**src/rtl/triangle_dispatcher.sv**
```systemverilog
// Per-frame triangle scheduler between the projected-triangle FIFO and the rasterizer.
// Define TRI_BBOX_CULL_EN to drop degenerate and fully off-screen triangles in CALC.
module triangle_dispatcher #(
   parameter int RD_LAT   = 1,
   parameter int SCREEN_W = 640,
   parameter int SCREEN_H = 480
) (
   input  logic                  Clk,
   input  logic                  Reset_n,
   input  logic                  frame_start,
   input  logic                  producer_done,
   input  logic                  fifo_empty,
   output logic                  fifo_r_en,
   input  logic [2:0][1:0][9:0]  fifo_tri,
   output logic                  rast_valid,
   input  logic                  rast_ready,
   output logic [2:0][1:0][9:0]  rast_tri,
   output logic [9:0]            bbox_xmin,
   output logic [9:0]            bbox_xmax,
   output logic [9:0]            bbox_ymin,
   output logic [9:0]            bbox_ymax,
   output logic                  busy,
   output logic                  frame_done,
   output logic [15:0]           tri_count,
   output logic [15:0]           cull_count
);

   typedef enum logic [2:0] {
      S_IDLE, S_POLL, S_READ, S_WAIT, S_CALC, S_ISSUE, S_DONE
   } state_t;

   localparam logic [1:0]  WAIT_LAST = 2'(RD_LAT - 1);
   localparam logic [9:0]  X_LIM     = 10'(SCREEN_W - 1);
   localparam logic [9:0]  Y_LIM     = 10'(SCREEN_H - 1);
   localparam logic [15:0] CNT_MAX   = 16'hFFFF;

   state_t               state_q, state_d;
   logic                 done_q, done_d;
   logic [1:0]           wait_q, wait_d;
   logic [2:0][1:0][9:0] tri_q, tri_d;
   logic [9:0]           xmin_q, xmin_d, xmax_q, xmax_d;
   logic [9:0]           ymin_q, ymin_d, ymax_q, ymax_d;
   logic [15:0]          tri_count_q, tri_count_d;
   logic [15:0]          cull_count_q, cull_count_d;

   logic [9:0] xmin_raw, xmax_raw, ymin_raw, ymax_raw;
   logic       cull;

   // Unsigned min/max over the held triangle; only max is clamped to the screen.
   always_comb begin
      xmin_raw = tri_q[0][0];
      xmax_raw = tri_q[0][0];
      ymin_raw = tri_q[0][1];
      ymax_raw = tri_q[0][1];
      for (int v = 1; v < 3; v++) begin
         if (tri_q[v][0] < xmin_raw) xmin_raw = tri_q[v][0];
         if (tri_q[v][0] > xmax_raw) xmax_raw = tri_q[v][0];
         if (tri_q[v][1] < ymin_raw) ymin_raw = tri_q[v][1];
         if (tri_q[v][1] > ymax_raw) ymax_raw = tri_q[v][1];
      end
`ifdef TRI_BBOX_CULL_EN
      cull = ({22'd0, xmin_raw} >= 32'(SCREEN_W)) ||
             ({22'd0, ymin_raw} >= 32'(SCREEN_H)) ||
             (xmin_raw == xmax_raw) ||
             (ymin_raw == ymax_raw);
`else
      cull = 1'b0;
`endif
   end

   always_comb begin
      state_d      = state_q;
      done_d       = done_q;
      wait_d       = wait_q;
      tri_d        = tri_q;
      xmin_d       = xmin_q;
      xmax_d       = xmax_q;
      ymin_d       = ymin_q;
      ymax_d       = ymax_q;
      tri_count_d  = tri_count_q;
      cull_count_d = cull_count_q;

      if (state_q != S_IDLE && producer_done) done_d = 1'b1;

      case (state_q)
         S_IDLE: begin
            if (frame_start) begin
               tri_count_d  = '0;
               cull_count_d = '0;
               done_d       = 1'b0;
               state_d      = S_POLL;
            end
         end
         // A non-empty FIFO wins over a pending done so the frame is fully drained.
         S_POLL: begin
            if (!fifo_empty)                   state_d = S_READ;
            else if (done_q || producer_done)  state_d = S_DONE;
         end
         S_READ: begin
            wait_d  = '0;
            state_d = S_WAIT;
         end
         S_WAIT: begin
            if (wait_q == WAIT_LAST) begin
               tri_d   = fifo_tri;
               state_d = S_CALC;
            end else begin
               wait_d = wait_q + 2'd1;
            end
         end
         S_CALC: begin
            xmin_d = xmin_raw;
            ymin_d = ymin_raw;
            xmax_d = (xmax_raw > X_LIM) ? X_LIM : xmax_raw;
            ymax_d = (ymax_raw > Y_LIM) ? Y_LIM : ymax_raw;
            if (cull) begin
               if (cull_count_q != CNT_MAX) cull_count_d = cull_count_q + 16'd1;
               state_d = S_POLL;
            end else begin
               state_d = S_ISSUE;
            end
         end
         S_ISSUE: begin
            if (rast_ready) begin
               if (tri_count_q != CNT_MAX) tri_count_d = tri_count_q + 16'd1;
               state_d = S_POLL;
            end
         end
         S_DONE:  state_d = S_IDLE;
         default: state_d = S_IDLE;
      endcase
   end

   always_ff @(posedge Clk) begin
      if (!Reset_n) begin
         state_q      <= S_IDLE;
         done_q       <= 1'b0;
         wait_q       <= '0;
         tri_q        <= '0;
         xmin_q       <= '0;
         xmax_q       <= '0;
         ymin_q       <= '0;
         ymax_q       <= '0;
         tri_count_q  <= '0;
         cull_count_q <= '0;
      end else begin
         state_q      <= state_d;
         done_q       <= done_d;
         wait_q       <= wait_d;
         tri_q        <= tri_d;
         xmin_q       <= xmin_d;
         xmax_q       <= xmax_d;
         ymin_q       <= ymin_d;
         ymax_q       <= ymax_d;
         tri_count_q  <= tri_count_d;
         cull_count_q <= cull_count_d;
      end
   end

   assign fifo_r_en  = (state_q == S_READ);
   assign rast_valid = (state_q == S_ISSUE);
   assign busy       = (state_q != S_IDLE);
   assign frame_done = (state_q == S_DONE);
   assign rast_tri   = tri_q;
   assign bbox_xmin  = xmin_q;
   assign bbox_xmax  = xmax_q;
   assign bbox_ymin  = ymin_q;
   assign bbox_ymax  = ymax_q;
   assign tri_count  = tri_count_q;
   assign cull_count = cull_count_q;

endmodule

```
**config.mk**
```make
export PLATFORM = sky130hd
export DESIGN_NAME = triangle_dispatcher
export DESIGN_NICKNAME = d
export VERILOG_FILES = /design/src/rtl/triangle_dispatcher.sv
export SDC_FILE = /design/constraint.sdc
export NUM_CORES = 1
export LEC_CHECK = 0
export ABC_AREA = 1
export CAP_MARGIN = 20
export CORE_MARGIN = 10
export CORE_UTILIZATION = 44
export DETAILED_ROUTE_END_ITERATION = 8
export PLACE_DENSITY = 0.89
export SLEW_MARGIN = 20
export SYNTH_ARGS = -nofsm -noshare
export SYNTH_HDL_FRONTEND = slang
export SYNTH_SLANG_ARGS = --single-unit
export TNS_END_PERCENT = 1
```
**constraint.sdc**
```tcl
create_clock -name Clk -period 3.3 [get_ports Clk]
set_input_delay 0.66 -clock Clk [delete_from_list [all_inputs] [get_ports Clk]]
set_output_delay 0.66 -clock Clk [all_outputs]
set_load 0.005 [all_outputs]
```
==> results list <==
- For the worst setup path, the data arrival time is 3.67 ns.
* Synth Cell Area: ~0.0071 sq mm
- Required time of the critical path: 3.64 ns
* Nature of the critical path endpoint: register
* FF-to-FF setup slack: -0.03 ns
- Signed area change from the synthesized netlist to the final layout: 54.9%
- For this design, the slowest cell found on the critical path is sky130_fd_sc_hd__o21ai_0.
- The cell count after synthesis came out at 1012.
- Area of the core: 0.0158 sq mm
- Max-cap violations in this run came to 0.
- Synthesis inferred 122 register bits.
- Total overflow reported by the global router: 0
- Count of buffers from port buffering: 185
- Clock tree buffer depth: 2
- H-tree lvl count: 4
* Start of the worst register-to-register path: rast_tri[15]
* Number of flops mapped to enable cells by yosys: 0
- After detailed routing, the average wire length per cell comes to 19.0 microns.
- DRC violation total after the first TritonRoute iteration: 650
* Hold Crit Endpoint: bbox_ymax[9]
* Clock transition at the register clock pins on the worst setup and hold paths after CTS: 0.06 ns
* Final WS setup: -0.0314 ns
* Violated checks: setup timing
- FP Rows: 46
* Beginning of the worst hold path: bbox_ymax[9]
* TritonCTS clock tree: built
- Largest cells by area after synthesis: sky130_fd_sc_hd__dfxtp_1 35%, sky130_fd_sc_hd__nand2_1 12%, sky130_fd_sc_hd__ha_1 11%
- Post-DRT Antenna Nets: 0
- The congestion estimate from routability-driven global placement came to 0.939.
* Mean number of vias per cell: 5.48
* R2R depth: 18
- Post-synth ARST share: 0%
- Gr usage total: 23.6%
- Die area: 0.0216 sq mm
- The endpoint identified for the worst register-to-register timing path is bbox_ymin[6].
* Top Family by Delay on Critical Path: compound AO/OA/AOI/OAI gates
- Die boundary width: approximately 150 microns
- In this run the worst hold path is classified as register to register.
- Instance count along the most critical hold path: 2
* Wire length of the first global-routing pass: 41.4 mm
* Endpoints failing hold: 0
* Ys flop type: sky130_fd_sc_hd__dfxtp_1
- The layout has roughly 1200 filler cells.
- The largest single stage delay on the critical path is approximately 0.43 ns.
- Subtracting the final worst setup slack from the clock period gives 3.33 ns.
- Number of max-slew violations in the final report: 0
* Achievable frequency: around 300 MHz
* CP Launch Type: register
- The run finished, with violations left.
- Die outline height: about 150 microns
* Via Count: roughly 8200
- Initial antenna violation count: 2
* Setup repair after global routing missed its margin: true
- Worst setup path category: register to register
- Via count of the first global-routing pass: 7901
- Once the floorplan was initialized, standard cells occupied 44.7% of the core.
- Share of the clock period used by the worst path after layout: 101%
- For the final database, setup skew stands at 0.00599 ns.
- Summed over all failing endpoints, the final setup total negative slack is -0.0511 ns.
- Synthesized area per cell: 6.99 sq um
* Critical Path, Cell by Cell: inv_2, ha_4, a21oi_1, nand2_2, nand2_2, nand3_4, buf_6, buf_4, o21ai_0, ha_1, nand2_1, o21a_1, o221a_2, nand2_2, buf_4, nand2_1, nand3_1, a21oi_1
* Area share of the leading cell type in the synthesized netlist: between 30 and 40%
- Total CTS buffers: 17
* Clock root cell: sky130_fd_sc_hd__clkbuf_16
* Dpl hpwl: 19.6 mm
* Worst-Margin Slew: 1.12 ns
- Summed over all layers, the routed wires come to 28.3 mm.
- Final-report setup violation count: 3
- Max Fanout on Critical Path: 8
- Worst slew slack as a fraction of its limit: 25.4%
* Cell type with the highest occurrence count on the critical path: sky130_fd_sc_hd__nand2_2
* Maximum number of pins on one net before global-route repair: 60
- CTS saw 122 sinks.
* Buf+Inv Stages, Crit Path: 4
- Clock latency on the worst-skew pair, taken at its later pin, is 0.42 ns.
- Of the cells placed in the final design, the portion with a size suffix greater than 1 is around 22%.
- Of all cell types, the one taking the most synthesized area is sky130_fd_sc_hd__dfxtp_1.
- Fin nets: between 1000 and 1500
- Sequential fraction of the synthesis area: roughly 35%
- In this run the count of I/O pins placed on the die edge is between 200 and 250.
- Number of distinct library cells after synthesis: 39
- Yosys warning count: 0
- Drt pass-1 iters: 5
- In the routed design, unresolved DRC markers number 0.
## cells in the mapped netlist, drive strengths merged (3+ instances only)
library cell and instances:
clkbuf 32, a21oi 128, nor2 57, ha 60, dfxtp 122, buf 31, o21a 3, inv 96
a211oi 6, nand3 90, nand4 9, and2 4, nand2 234, o21ai 115, nor3 10
## layout make-up
| cell class | count | area (sq um) | area share, % |
|---|---|---|---|
| Antenna cell | 2 | 5.00 | 0.0457 |
| Tap cell | 216 | 270 | 2.47 |
| Sequential cell | 122 | 2460 | 22.5 |
| Timing Repair Buffer | 275 | 2600 | 23.7 |
| Clock buffer | 20 | 447 | 4.07 |
| Clock inverter | 12 | 195 | 1.78 |
| Multi-Input combinational cell | 748 | 4620 | 42.1 |
| Inverter | 97 | 367 | 3.34 |
## kinds of logic after synthesis
family          after synthesis  share of synthesized area, %
simple gates                407                          25.1
compound gates              259                          19.6
buf+inv                     160                          9.80
flops                       122                          34.5
fa+ha+maj                    60                          10.6
xor+xnor                      3                         0.371
other cells                   1                        0.0530
## worst max-delay path by stage
stage / from / endpoint / slack (ns) / cells after the start
finish: rast_tri[15] / bbox_ymin[6] / -0.03 / 18
global placement: rast_tri[9] / bbox_xmax[3] / -0.07 / 19
CTS: rast_tri[18] / bbox_ymax[1] / 0.004 / 23
global route: rast_tri[19] / bbox_ymin[6] / -0.17 / 18
detailed placement: rast_tri[9] / bbox_xmax[1] / -0.16 / 19
floorplan: rast_tri[15] / bbox_ymax[2] / 0.17 / 20
## worst reg2reg max path: stages (launching register included)
cell	delay (ns)
sky130_fd_sc_hd__dfxtp_2	0.33
sky130_fd_sc_hd__inv_2	0.05
sky130_fd_sc_hd__ha_4	0.23
sky130_fd_sc_hd__a21oi_1	0.19
sky130_fd_sc_hd__nand2_2	0.10
sky130_fd_sc_hd__nand2_2	0.09
sky130_fd_sc_hd__nand3_4	0.14
sky130_fd_sc_hd__buf_6	0.17
sky130_fd_sc_hd__buf_4	0.15
sky130_fd_sc_hd__o21ai_0	0.43
sky130_fd_sc_hd__ha_1	0.33
sky130_fd_sc_hd__nand2_1	0.08
sky130_fd_sc_hd__o21a_1	0.13
sky130_fd_sc_hd__o221a_2	0.23
sky130_fd_sc_hd__nand2_2	0.08
sky130_fd_sc_hd__buf_4	0.15
sky130_fd_sc_hd__nand2_1	0.06
sky130_fd_sc_hd__nand3_1	0.10
sky130_fd_sc_hd__a21oi_1	0.20
## cells in the final DEF, fill, tap and decap left out, types with 7 or more instances in the layout
cell type	instances
sky130_fd_sc_hd__buf_6	8
sky130_fd_sc_hd__ha_4	17
sky130_fd_sc_hd__buf_4	79
sky130_fd_sc_hd__dfxtp_1	106
sky130_fd_sc_hd__o21ai_0	80
sky130_fd_sc_hd__inv_2	15
sky130_fd_sc_hd__nand2_1	197
sky130_fd_sc_hd__conb_1	16
sky130_fd_sc_hd__a21oi_1	111
sky130_fd_sc_hd__clkdlybuf4s50_1	184
sky130_fd_sc_hd__ha_1	43
sky130_fd_sc_hd__clkbuf_16	19
sky130_fd_sc_hd__a21oi_2	15
sky130_fd_sc_hd__nand3_2	11
sky130_fd_sc_hd__inv_1	80
sky130_fd_sc_hd__nand2_4	9
sky130_fd_sc_hd__dfxtp_2	16
sky130_fd_sc_hd__nor3_1	7
sky130_fd_sc_hd__nand4_1	8
sky130_fd_sc_hd__nand3_1	75
sky130_fd_sc_hd__nand2_2	29
sky130_fd_sc_hd__nor2_1	48
sky130_fd_sc_hd__o21ai_1	15
sky130_fd_sc_hd__o21ai_2	19
## registers in the layout (all words and copies together) (netlist names)
signal and cells:
bbox_ymin 10, state_q 3, wait_q 2, rast_tri 60
bbox_xmax 10, bbox_xmin 10, tri_count 16, done_q 1
bbox_ymax 10
## metal layers
layer / up-vias / track usage [%] / share of wire, %
li1: 3860 / - / -
met4: 0 / 9.86 / 3.9
met2: 402 / 38.5 / 47
met3: 85 / 8.05 / 9.4
met5: - / 0 / 0
met1: 3827 / 27.9 / 40
## stage by stage
step | setup WS (ns) | instances | utilization (%) | cell area, sq um | hold WS (ns)
2_1_floorplan | 0.166 | 1027 | - | 7130 | 0.431
3_3_place_gp | -0.0713 | 1442 | 60.1 | 9510 | 0.420
3_5_place_dp | -0.156 | 1442 | 60.1 | 9510 | 0.429
4_1_cts | 0.00382 | 1479 | 64.5 | 10200 | 0.441
5_1_grt | -0.170 | 1492 | 69.3 | 11000 | 0.476
6_report | -0.0314 | 1492 | 69.3 | 11000 | 0.442
## what timing repair did
item | in CTS | in global routing
pin swaps | 3 | 50
buffers inserted | 3 | 8
endpoints found under the setup margin | 20 | 39
resized for setup | 11 | 157
gates cloned | 2 | 3
hold buffers | 0 | 0
Power is left out: the tool's default activity adds up to more than one toggle a clock period on the data nets, which glitch-free logic cannot reach.
